$ cat config.mk
export PLATFORM = sky130hd
export DESIGN_NAME = cache_fill_fsm
export DESIGN_NICKNAME = d
export VERILOG_FILES = /design/src/rtl/cache_pkg.sv /design/src/rtl/fill_counter.sv /design/src/rtl/cache_fill_fsm.sv
export SDC_FILE = /design/constraint.sdc
export NUM_CORES = 1
export LEC_CHECK = 0
export ABC_AREA = 1
export BUFFER_PORTS_ARGS = -buffer_cell sky130_fd_sc_hd__buf_2
export CORE_UTILIZATION = 43
export CTS_CLUSTER_DIAMETER = 100
export DETAILED_ROUTE_END_ITERATION = 12
export PLACE_DENSITY_LB_ADDON = 0.05
export SLEW_MARGIN = 20
export SYNTH_ARGS = -nofsm -noshare
export SYNTH_HDL_FRONTEND = slang
export SYNTH_SLANG_ARGS = --single-unit
$ cat constraint.sdc
create_clock -name clk -period 1.3 [get_ports clk]
set_input_delay 0.13 -clock clk [delete_from_list [all_inputs] [get_ports clk]]
set_output_delay 0.13 -clock clk [all_outputs]
set_load 0.02 [all_outputs]
$ cat src/rtl/cache_pkg.sv
// ---------------------------------------------------------------------------
// cache_pkg
// Shared constants for the cache block-fill controller.
//   BLOCK_WORDS : 16-bit words per cache block (16 bytes)
//   WORDS_LOG2  : log2(BLOCK_WORDS), width of the word index
//   OFFSET_W    : byte-offset bits inside a block
//   CNT_W       : fill counter width; one wider than WORDS_LOG2 so that
//                 the terminal count BLOCK_WORDS is representable
//   ST_IDLE / ST_FILL : controller state encoding
// ---------------------------------------------------------------------------
package cache_pkg;
    localparam int BLOCK_WORDS = 8;
    localparam int WORDS_LOG2  = 3;
    localparam int OFFSET_W    = 4;
    localparam int CNT_W       = 4;

    localparam logic [0:0] ST_IDLE = 1'b0;
    localparam logic [0:0] ST_FILL = 1'b1;
endpackage

$ cat src/rtl/fill_counter.sv
// ---------------------------------------------------------------------------
// fill_counter
// Small up-counter used for both the request-issue and word-receive counts
// of a block fill. Clear has priority over enable.
// Ports:
//   clk   : clock, counts on rising edge
//   rst   : asynchronous active-high reset, forces count to 0
//   clr   : synchronous clear to 0
//   en    : increment by one
//   cnt_q : current count
// ---------------------------------------------------------------------------
module fill_counter
    import cache_pkg::*;
(
    input  logic             clk,
    input  logic             rst,
    input  logic             clr,
    input  logic             en,
    output logic [CNT_W-1:0] cnt_q
);

    logic [CNT_W-1:0] cnt_d;

    always_comb begin
        cnt_d = cnt_q;
        if (clr) begin
            cnt_d = '0;
        end else if (en) begin
            cnt_d = cnt_q + CNT_W'(1);
        end
    end

    always_ff @(posedge clk or posedge rst) begin
        if (rst) begin
            cnt_q <= '0;
        end else begin
            cnt_q <= cnt_d;
        end
    end

endmodule

$ cat src/rtl/cache_fill_fsm.sv
// ---------------------------------------------------------------------------
// cache_fill_fsm
// Block-fill controller for a direct cache. On a miss it issues one memory
// read per cycle for every word of the block, writes each returned word into
// the data array and, on the last word, writes the tag/valid entry.
// Ports:
//   clk               : clock
//   rst               : asynchronous active-high reset
//   miss_detected     : lookup missed this cycle (only honoured in IDLE)
//   miss_address      : byte address that missed
//   memory_data       : word from main memory (data path is external)
//   memory_data_valid : memory_data valid this cycle
//   fsm_busy          : a fill is in progress; pipeline stalls
//   mem_read          : memory read request this cycle
//   memory_address    : byte address of the request; holds when idle
//   write_data_array  : write memory_data into the data array
//   word_sel          : word index for the data-array write
//   write_tag_array   : write tag and set valid for the block
//   state_dbg         : current controller state (debug visibility)
//
// Handshake: there is no back-pressure. A request is issued on every cycle
// mem_read=1, and a word is consumed on every cycle memory_data_valid=1
// while the controller is in FILL; anything else is ignored.
// ---------------------------------------------------------------------------
module cache_fill_fsm #(
    parameter int BLOCK_WORDS = cache_pkg::BLOCK_WORDS,
    parameter int ADDR_W      = 16
) (
    input  logic                              clk,
    input  logic                              rst,
    input  logic                              miss_detected,
    input  logic [ADDR_W-1:0]                 miss_address,
    input  logic [15:0]                       memory_data,
    input  logic                              memory_data_valid,
    output logic                              fsm_busy,
    output logic                              mem_read,
    output logic [ADDR_W-1:0]                 memory_address,
    output logic                              write_data_array,
    output logic [cache_pkg::WORDS_LOG2-1:0]  word_sel,
    output logic                              write_tag_array,
    output logic [0:0]                        state_dbg
);

    import cache_pkg::*;

    logic [0:0]        state_q, state_d;
    logic [ADDR_W-1:0] base_q, base_d;
    logic [ADDR_W-1:0] last_addr_q, last_addr_d;
    logic [CNT_W-1:0]  issue_cnt_q;
    logic [CNT_W-1:0]  recv_cnt_q;

    logic              in_fill;
    logic              start_fill;
    logic              issue_en;
    logic              recv_en;
    logic              last_word;
    logic [ADDR_W-1:0] req_addr;

    // The returned word goes straight to the data array; this block only
    // steers the write strobes, so the data bits are intentionally unused.
    logic data_unused;
    assign data_unused = ^memory_data;

    assign in_fill    = (state_q == ST_FILL);
    assign start_fill = !in_fill && miss_detected;
    assign issue_en   = in_fill && (issue_cnt_q < CNT_W'(BLOCK_WORDS));
    // The count guard keeps the receive counter from ever wrapping in a fill.
    assign recv_en    = in_fill && memory_data_valid &&
                        (recv_cnt_q < CNT_W'(BLOCK_WORDS));
    assign last_word  = recv_en && (recv_cnt_q == CNT_W'(BLOCK_WORDS - 1));

    // Word offset in bytes is 2*issue_cnt; the sum wraps modulo 2^ADDR_W.
    assign req_addr   = base_q + ADDR_W'({issue_cnt_q, 1'b0});

    always_comb begin
        state_d     = state_q;
        base_d      = base_q;
        last_addr_d = last_addr_q;

        if (start_fill) begin
            state_d = ST_FILL;
            base_d  = miss_address & ~ADDR_W'((1 << OFFSET_W) - 1);
        end else if (last_word) begin
            state_d = ST_IDLE;
        end

        if (issue_en) begin
            last_addr_d = req_addr;
        end
    end

    always_ff @(posedge clk or posedge rst) begin
        if (rst) begin
            state_q     <= ST_IDLE;
            base_q      <= '0;
            last_addr_q <= '0;
        end else begin
            state_q     <= state_d;
            base_q      <= base_d;
            last_addr_q <= last_addr_d;
        end
    end

    fill_counter u_issue_cnt (
        .clk   (clk),
        .rst   (rst),
        .clr   (start_fill),
        .en    (issue_en),
        .cnt_q (issue_cnt_q)
    );

    fill_counter u_recv_cnt (
        .clk   (clk),
        .rst   (rst),
        .clr   (start_fill),
        .en    (recv_en),
        .cnt_q (recv_cnt_q)
    );

    assign fsm_busy         = in_fill;
    assign mem_read         = issue_en;
    // Live request address while issuing, otherwise the last one driven.
    assign memory_address   = issue_en ? req_addr : last_addr_q;
    assign write_data_array = in_fill && memory_data_valid;
    assign word_sel         = in_fill ? recv_cnt_q[WORDS_LOG2-1:0] : '0;
    assign write_tag_array  = last_word;
    assign state_dbg        = state_q;

endmodule

* Word level (Yosys, flattened, before mapping) *
Index checks and enable logic that the tools add are counted.

storage, ports and cells
  flip-flop bits (word level) = 37
  bits of input ports = 36
  output and inout bits = 24
  word-level logic and storage cells = 28

operators by class
  $add $sub $neg = 3
  magnitude comparators = 2
  eq/ne operators = 1
  multiplexer cells = 8
  reduce and logical (&&, ||, !) cells = 9

operator list
  kind                                                             count
  16-bit by 5-bit adder with 16-bit output                         1
  16-bit two-way mux                                               1
  4-bit two-way mux                                                4
  4-bit by 1-bit adder with 4-bit output, second input constant    2
  4-bit < comparator, second input constant                        2
  2-bit nonzero test                                               3
  1-bit logical AND                                                5
  4-bit by 3-bit == test with 1-bit output, second input constant  1
  3-bit two-way mux                                                1
  1-bit two-way mux                                                2
  1-bit logical NOT                                                1

* Logic depth before layout (Yosys ltp) *
  depth in word-level cells = 5
  depth in mapped cells = 8
  depth with buffers taken out = 8

* Modules after synthesis *
From an unflattened synthesis, not the netlist that was laid out.

unflattened totals
  cell total of the unflattened synthesis = 224
  area total of the unflattened synthesis = 1810.5 sq um

modules (own cells, without submodules)
  module          times used  cells each  area each (sq um)  seq. area each (sq um)
  cache_fill_fsm  1           176         1422.6             725.7
  fill_counter    2           24          193.9              100.1

* Worst setup path after synthesis *
No wires, ideal clock.

  path kind = register to register
  start point = reg base_q[4]
  end point = reg last_addr_q[8]
  library setup time = 0.186 ns
  data arrival time = 1.480 ns
  required time = 1.114 ns
  path slack = -0.366 ns
  stages on the path, launching flop included = 6
  path buffers = 0
  clock period less this slack = 1.666 ns
  path through = dfrtp_1 ha_1 ha_1 nand3_1 xor2_1 o21ai_0

on the way
  word-level cells in the longest chain between the ends = 2

ends and longest elaborated chain
  item                                      line                   RTL
  start: declaration                        cache_fill_fsm.sv:47   logic [ADDR_W-1:0] base_q, base_d;
  start signal: assignment                  cache_fill_fsm.sv:99   base_q <= base_d;
  16-bit by 5-bit adder with 16-bit output  cache_fill_fsm.sv:73   assign req_addr = base_q + ADDR_W'({issue_cnt_q, 1'b0});
  16-bit two-way mux                        --
  via memory_address[8]                     cache_fill_fsm.sv:37   output logic [ADDR_W-1:0] memory_address,
  end signal: assignment                    cache_fill_fsm.sv:100  last_addr_q <= last_addr_d;
  end: declaration                          cache_fill_fsm.sv:48   logic [ADDR_W-1:0] last_addr_q, last_addr_d;

The timed path passes the listed nets, and every way through them passes these cells.
A chain may end at the register's enable or synchronous reset.

* Worst setup path after layout *
  start point = reg u_issue_cnt.cnt_q[3]
  end point = out memory_address[8]

on the way
  word-level cells in the longest chain between the ends = 3
  elaborated cells on any way between the ends = 4
  those cells by class = add/sub (1); order compare (1); mux (1); reduce/logical (1)

ends and longest elaborated chain
  item                                                                              line                  RTL
  start: declaration                                                                fill_counter.sv:19    output logic [CNT_W-1:0] cnt_q
  start signal: assignment                                                          fill_counter.sv:37    cnt_q <= cnt_d;
  branches (longest 2 deep; another with 16-bit by 5-bit adder with 16-bit output)  --
  16-bit two-way mux (*)                                                            --
  end: declaration                                                                  cache_fill_fsm.sv:37

Mark *: on every way between the ends.

==> flow_results.xml <==
<?xml version="1.0" encoding="UTF-8"?>
<metrics>
  <group name="critical_path">
    <metric name="timing.critical_path.depth" unit="">6</metric>
    <metric name="critPathSlowestCell" unit="">dfrtp_1</metric>
    <metric name="critical_path.cell_chain" unit="">ha_4 -&gt; ha_4 -&gt; nand3_1 -&gt; xor2_1 -&gt; o21ai_2 -&gt; buf_6</metric>
    <metric name="path_delay_family" unit="">flip-flops</metric>
    <metric name="worst-path-max-fanout" unit="">4</metric>
    <metric name="worstPathBufferInverterCount" unit="">1</metric>
    <metric name="worst_path_most_repeated_cell" unit="">ha_4</metric>
    <metric name="worst-r2r-cell-count" unit="">11</metric>
    <metric name="critPathLaunchType" unit="">flop</metric>
    <metric name="worstReg2RegEnd" unit="">last_addr_q[11]</metric>
    <metric name="critPathKind" unit="">reg2out</metric>
    <metric name="worstReg2RegStart" unit="">base_q[4]</metric>
    <metric name="critical-path-max-stage-delay" unit="ns">0.42</metric>
    <metric name="rrSetupSlack" unit="ns">-0.36</metric>
    <metric name="cp_data_arrival_time" unit="ns">1.65</metric>
    <metric name="critPathCaptureType" unit="">output pin</metric>
    <metric name="crit_required" unit="ns">1.17</metric>
  </group>
  <group name="final_layout">
    <metric name="final_area" unit="um2">3050</metric>
    <metric name="nNetsFinal" unit="">332</metric>
    <metric name="num_antenna_cells" unit="">0</metric>
    <metric name="synthToLayoutAreaGrowth" unit="%">72.9</metric>
    <metric name="post_layout_nonfiller_instances" unit="">341</metric>
    <metric name="post_route_cells_drive_above_1_share" unit="">0.546</metric>
    <metric name="layout.core_utilization" unit="">0.802</metric>
  </group>
  <group name="timing">
    <metric name="drv_slew" unit="">0</metric>
    <metric name="max_slew.worst_pin.slew" unit="ns">0.294</metric>
    <metric name="final_min_period_over_clock_period" unit="">1.37</metric>
    <metric name="tns" unit="ns">-6.94</metric>
    <metric name="report.final.hold_viol_count" unit="">0</metric>
    <metric name="finalHoldWorstSlack" unit="ns">0.0330</metric>
    <metric name="max_clock_freq" unit="MHz">561</metric>
    <metric name="rsz0062_at_grt" unit="">yes</metric>
    <metric name="finalClockSkew" unit="ns">0.00690</metric>
    <metric name="period_minus_slack" unit="ns">1.78</metric>
    <metric name="relSlewSlack" unit="">0.803</metric>
    <metric name="setup_viol" unit="">27</metric>
    <metric name="post-route-worst-setup-slack" unit="ns">-0.482</metric>
  </group>
  <group name="job">
    <metric name="cap_viol_max_count" unit="">0</metric>
  </group>
  <group name="synthesis">
    <metric name="synth_area" unit="um2">1760</metric>
    <metric name="synth-seq-cells" unit="">37</metric>
    <metric name="synthesis.instances" unit="">211</metric>
    <metric name="syn_area_per_cell" unit="um2">8.36</metric>
    <metric name="synthesis.nets" unit="">251</metric>
    <metric name="yosysSeqAreaShare" unit="">0.525</metric>
    <metric name="synth_cell_types" unit="">23</metric>
    <metric name="yosysWarnings" unit="">0</metric>
  </group>
  <group name="status">
    <metric name="outcome" unit="">finished, violations left</metric>
    <metric name="violations_in_the_final_reports" unit="">setup timing</metric>
  </group>
  <group name="worst_hold_path">
    <metric name="whs_endpoint" unit="">base_q[6]</metric>
    <metric name="hold_path.class" unit="">in2reg</metric>
    <metric name="whs_path_depth" unit="">3</metric>
    <metric name="hold_start" unit="">miss_address[6]</metric>
  </group>
  <group name="die">
    <metric name="die_area" unit="um2">4360</metric>
    <metric name="start_util" unit="">0.464</metric>
    <metric name="i_o_pin_cnt" unit="">60</metric>
    <metric name="core_area" unit="um2">3800</metric>
    <metric name="dieWidth" unit="um">66.0</metric>
    <metric name="fp-row-count" unit="">22</metric>
    <metric name="die_height" unit="um">66.0</metric>
  </group>
  <group name="global_route">
    <metric name="number_of_global_route_vias_before_repair" unit="">1552</metric>
    <metric name="grt.overflow.total" unit="">0</metric>
    <metric name="largest_net_degree_at_the_start_of_global_routing" unit="">38</metric>
    <metric name="antenna_found_initial" unit="">0</metric>
    <metric name="gr-usage-all-layers" unit="">0.223</metric>
    <metric name="wire_length_of_the_first_global_routing_pass" unit="um">7030</metric>
  </group>
  <group name="clock_network">
    <metric name="cts.sinks" unit="">37</metric>
    <metric name="cts_max_level" unit="">2</metric>
    <metric name="tritoncts_clock_tree" unit="">done</metric>
    <metric name="insertion_delay" unit="ns">0.29</metric>
    <metric name="path_clk_slew" unit="ns">0.07</metric>
    <metric name="clock-root-buffer" unit="">clkbuf_8</metric>
    <metric name="cts-root-to-sink-buffers" unit="">2</metric>
    <metric name="cts_buf_count" unit="">5</metric>
  </group>
  <group name="detailed_routing">
    <metric name="wl" unit="um">5040</metric>
    <metric name="drc_violations_left" unit="">0</metric>
    <metric name="wl_per_cell" unit="um">14.8</metric>
    <metric name="drtIter0Drc" unit="">87</metric>
    <metric name="vias" unit="">1682</metric>
    <metric name="firstDrtPassIters" unit="">4</metric>
    <metric name="vias_per_cell" unit="">4.93</metric>
    <metric name="antenna_violating_nets_post_route" unit="">0</metric>
  </group>
  <group name="pwr">
    <metric name="vdd_ir_drop_max" unit="V">0.000762</metric>
    <metric name="p_leak" unit="nW">1.51</metric>
    <metric name="power_density_cells" unit="nW/um2">740</metric>
    <metric name="total_power" unit="mW">2.25</metric>
  </group>
  <group name="place">
    <metric name="placed_cells_incl_taps" unit="">304</metric>
    <metric name="detailedPlace.worstSlack" unit="ns">-0.251</metric>
    <metric name="globalplace.congestion" unit="">0.822</metric>
    <metric name="dpl_cell_area" unit="um2">2140</metric>
    <metric name="buffer_ports.inserted" unit="">39</metric>
    <metric name="detailed_place_hpwl" unit="um">2570</metric>
  </group>
</metrics>
==> cells in the mapped netlist, drive strengths merged <==
cell    n  share of area
a21oi   3         0.0085
buf     7          0.028
dfrtp  37           0.53
ha      4          0.028
inv    24          0.051
nand2  82           0.18
nand3  18          0.057
nand4   2         0.0071
nor2   10          0.028
nor3    2          0.011
o21ai  17          0.048
o22ai   1         0.0036
xnor2   1         0.0050
xor2    3          0.015
==> sequential cells by signal, indices dropped and copies added (netlist names) <==
name	cells
fsm_busy	1
u_issue_cnt.cnt_q	4
base_q	12
last_addr_q	16
u_recv_cnt.cnt_q	4
==> cell type report <==
| type | instances | area [um2] |
|---|---|---|
| clock buffer | 7 | 86.3 |
| clock inverter | 1 | 30.0 |
| fill | 237 | 751 |
| inverter | 24 | 115 |
| multi-input combinational | 143 | 983 |
| sequential | 37 | 931 |
| tap | 48 | 60.1 |
| timing repair buffer | 80 | 826 |
| timing repair inverter | 1 | 16.3 |
==> layout by cell type (no fill, tap or decap), drive strengths merged <==
master	netlist	routed
nor2	10	10
ha	4	4
dfrtp	37	37
inv	24	23
xnor2	1	1
nand2	82	82
bufinv	0	1
dlygate4sd3	0	1
a21oi	3	3
clkbuf	0	9
o21ai	17	17
nand4	2	2
clkinv	0	2
xor2	3	3
nand3	18	18
o22ai	1	1
buf	7	77
nor3	2	2
==> tightest hold or removal path, stage by stage <==
cell	delay [ns]
buf_2	0.08
nand2_2	0.04
nand2_1	0.04
==> worst max path at each step <==
stage | start | end | slack (ns)
finish | u_issue_cnt.cnt_q[3] | memory_address[8] | -0.48
global route | base_q[4] | memory_address[12] | -0.56
CTS | base_q[4] | memory_address[8] | -0.46
detailed placement | base_q[4] | memory_address[14] | -0.25
global placement | base_q[4] | memory_address[14] | -0.22
floorplan | u_issue_cnt.cnt_q[3] | memory_address[12] | -0.07
==> report_power, final <==
group	internal, mW	total, mW	switching, mW	leakage [nW]
sequential	1.15	1.15	0	0.444
clock	0.625	1.03	0.406	0.0585
combinational	0.0317	0.0719	0.0403	1.00
==> what timing repair did <==
item / in CTS / in global routing
setup endpoints to repair: 21 / 53
pin swaps: 17 / 20
resized for setup: 76 / 73
buffers inserted: 15 / 9
hold buffers: 1 / 0
cloned: 3 / 3
endpoints found under the hold margin: 37 / 0
==> cells by family (layout without fill, tap and decap cells) <==
logic type | count (synthesis) | in the layout | synth area share
fa+ha+maj | 4 | 4 | 0.0284
simple gates | 114 | 114 | 0.287
flops | 37 | 37 | 0.525
xor+xnor | 4 | 4 | 0.0199
compound gates | 21 | 21 | 0.0603
buf+inv | 31 | 113 | 0.0795
==> layer usage <==
metal  track usage  vias up  share of wire
met4        0.0878        0          0.021
li1              -      826              -
met3        0.0431       11          0.033
met5             0        -              0
met2         0.351       38           0.48
met1         0.300      807           0.46
(Power assumes the default switching activity.)
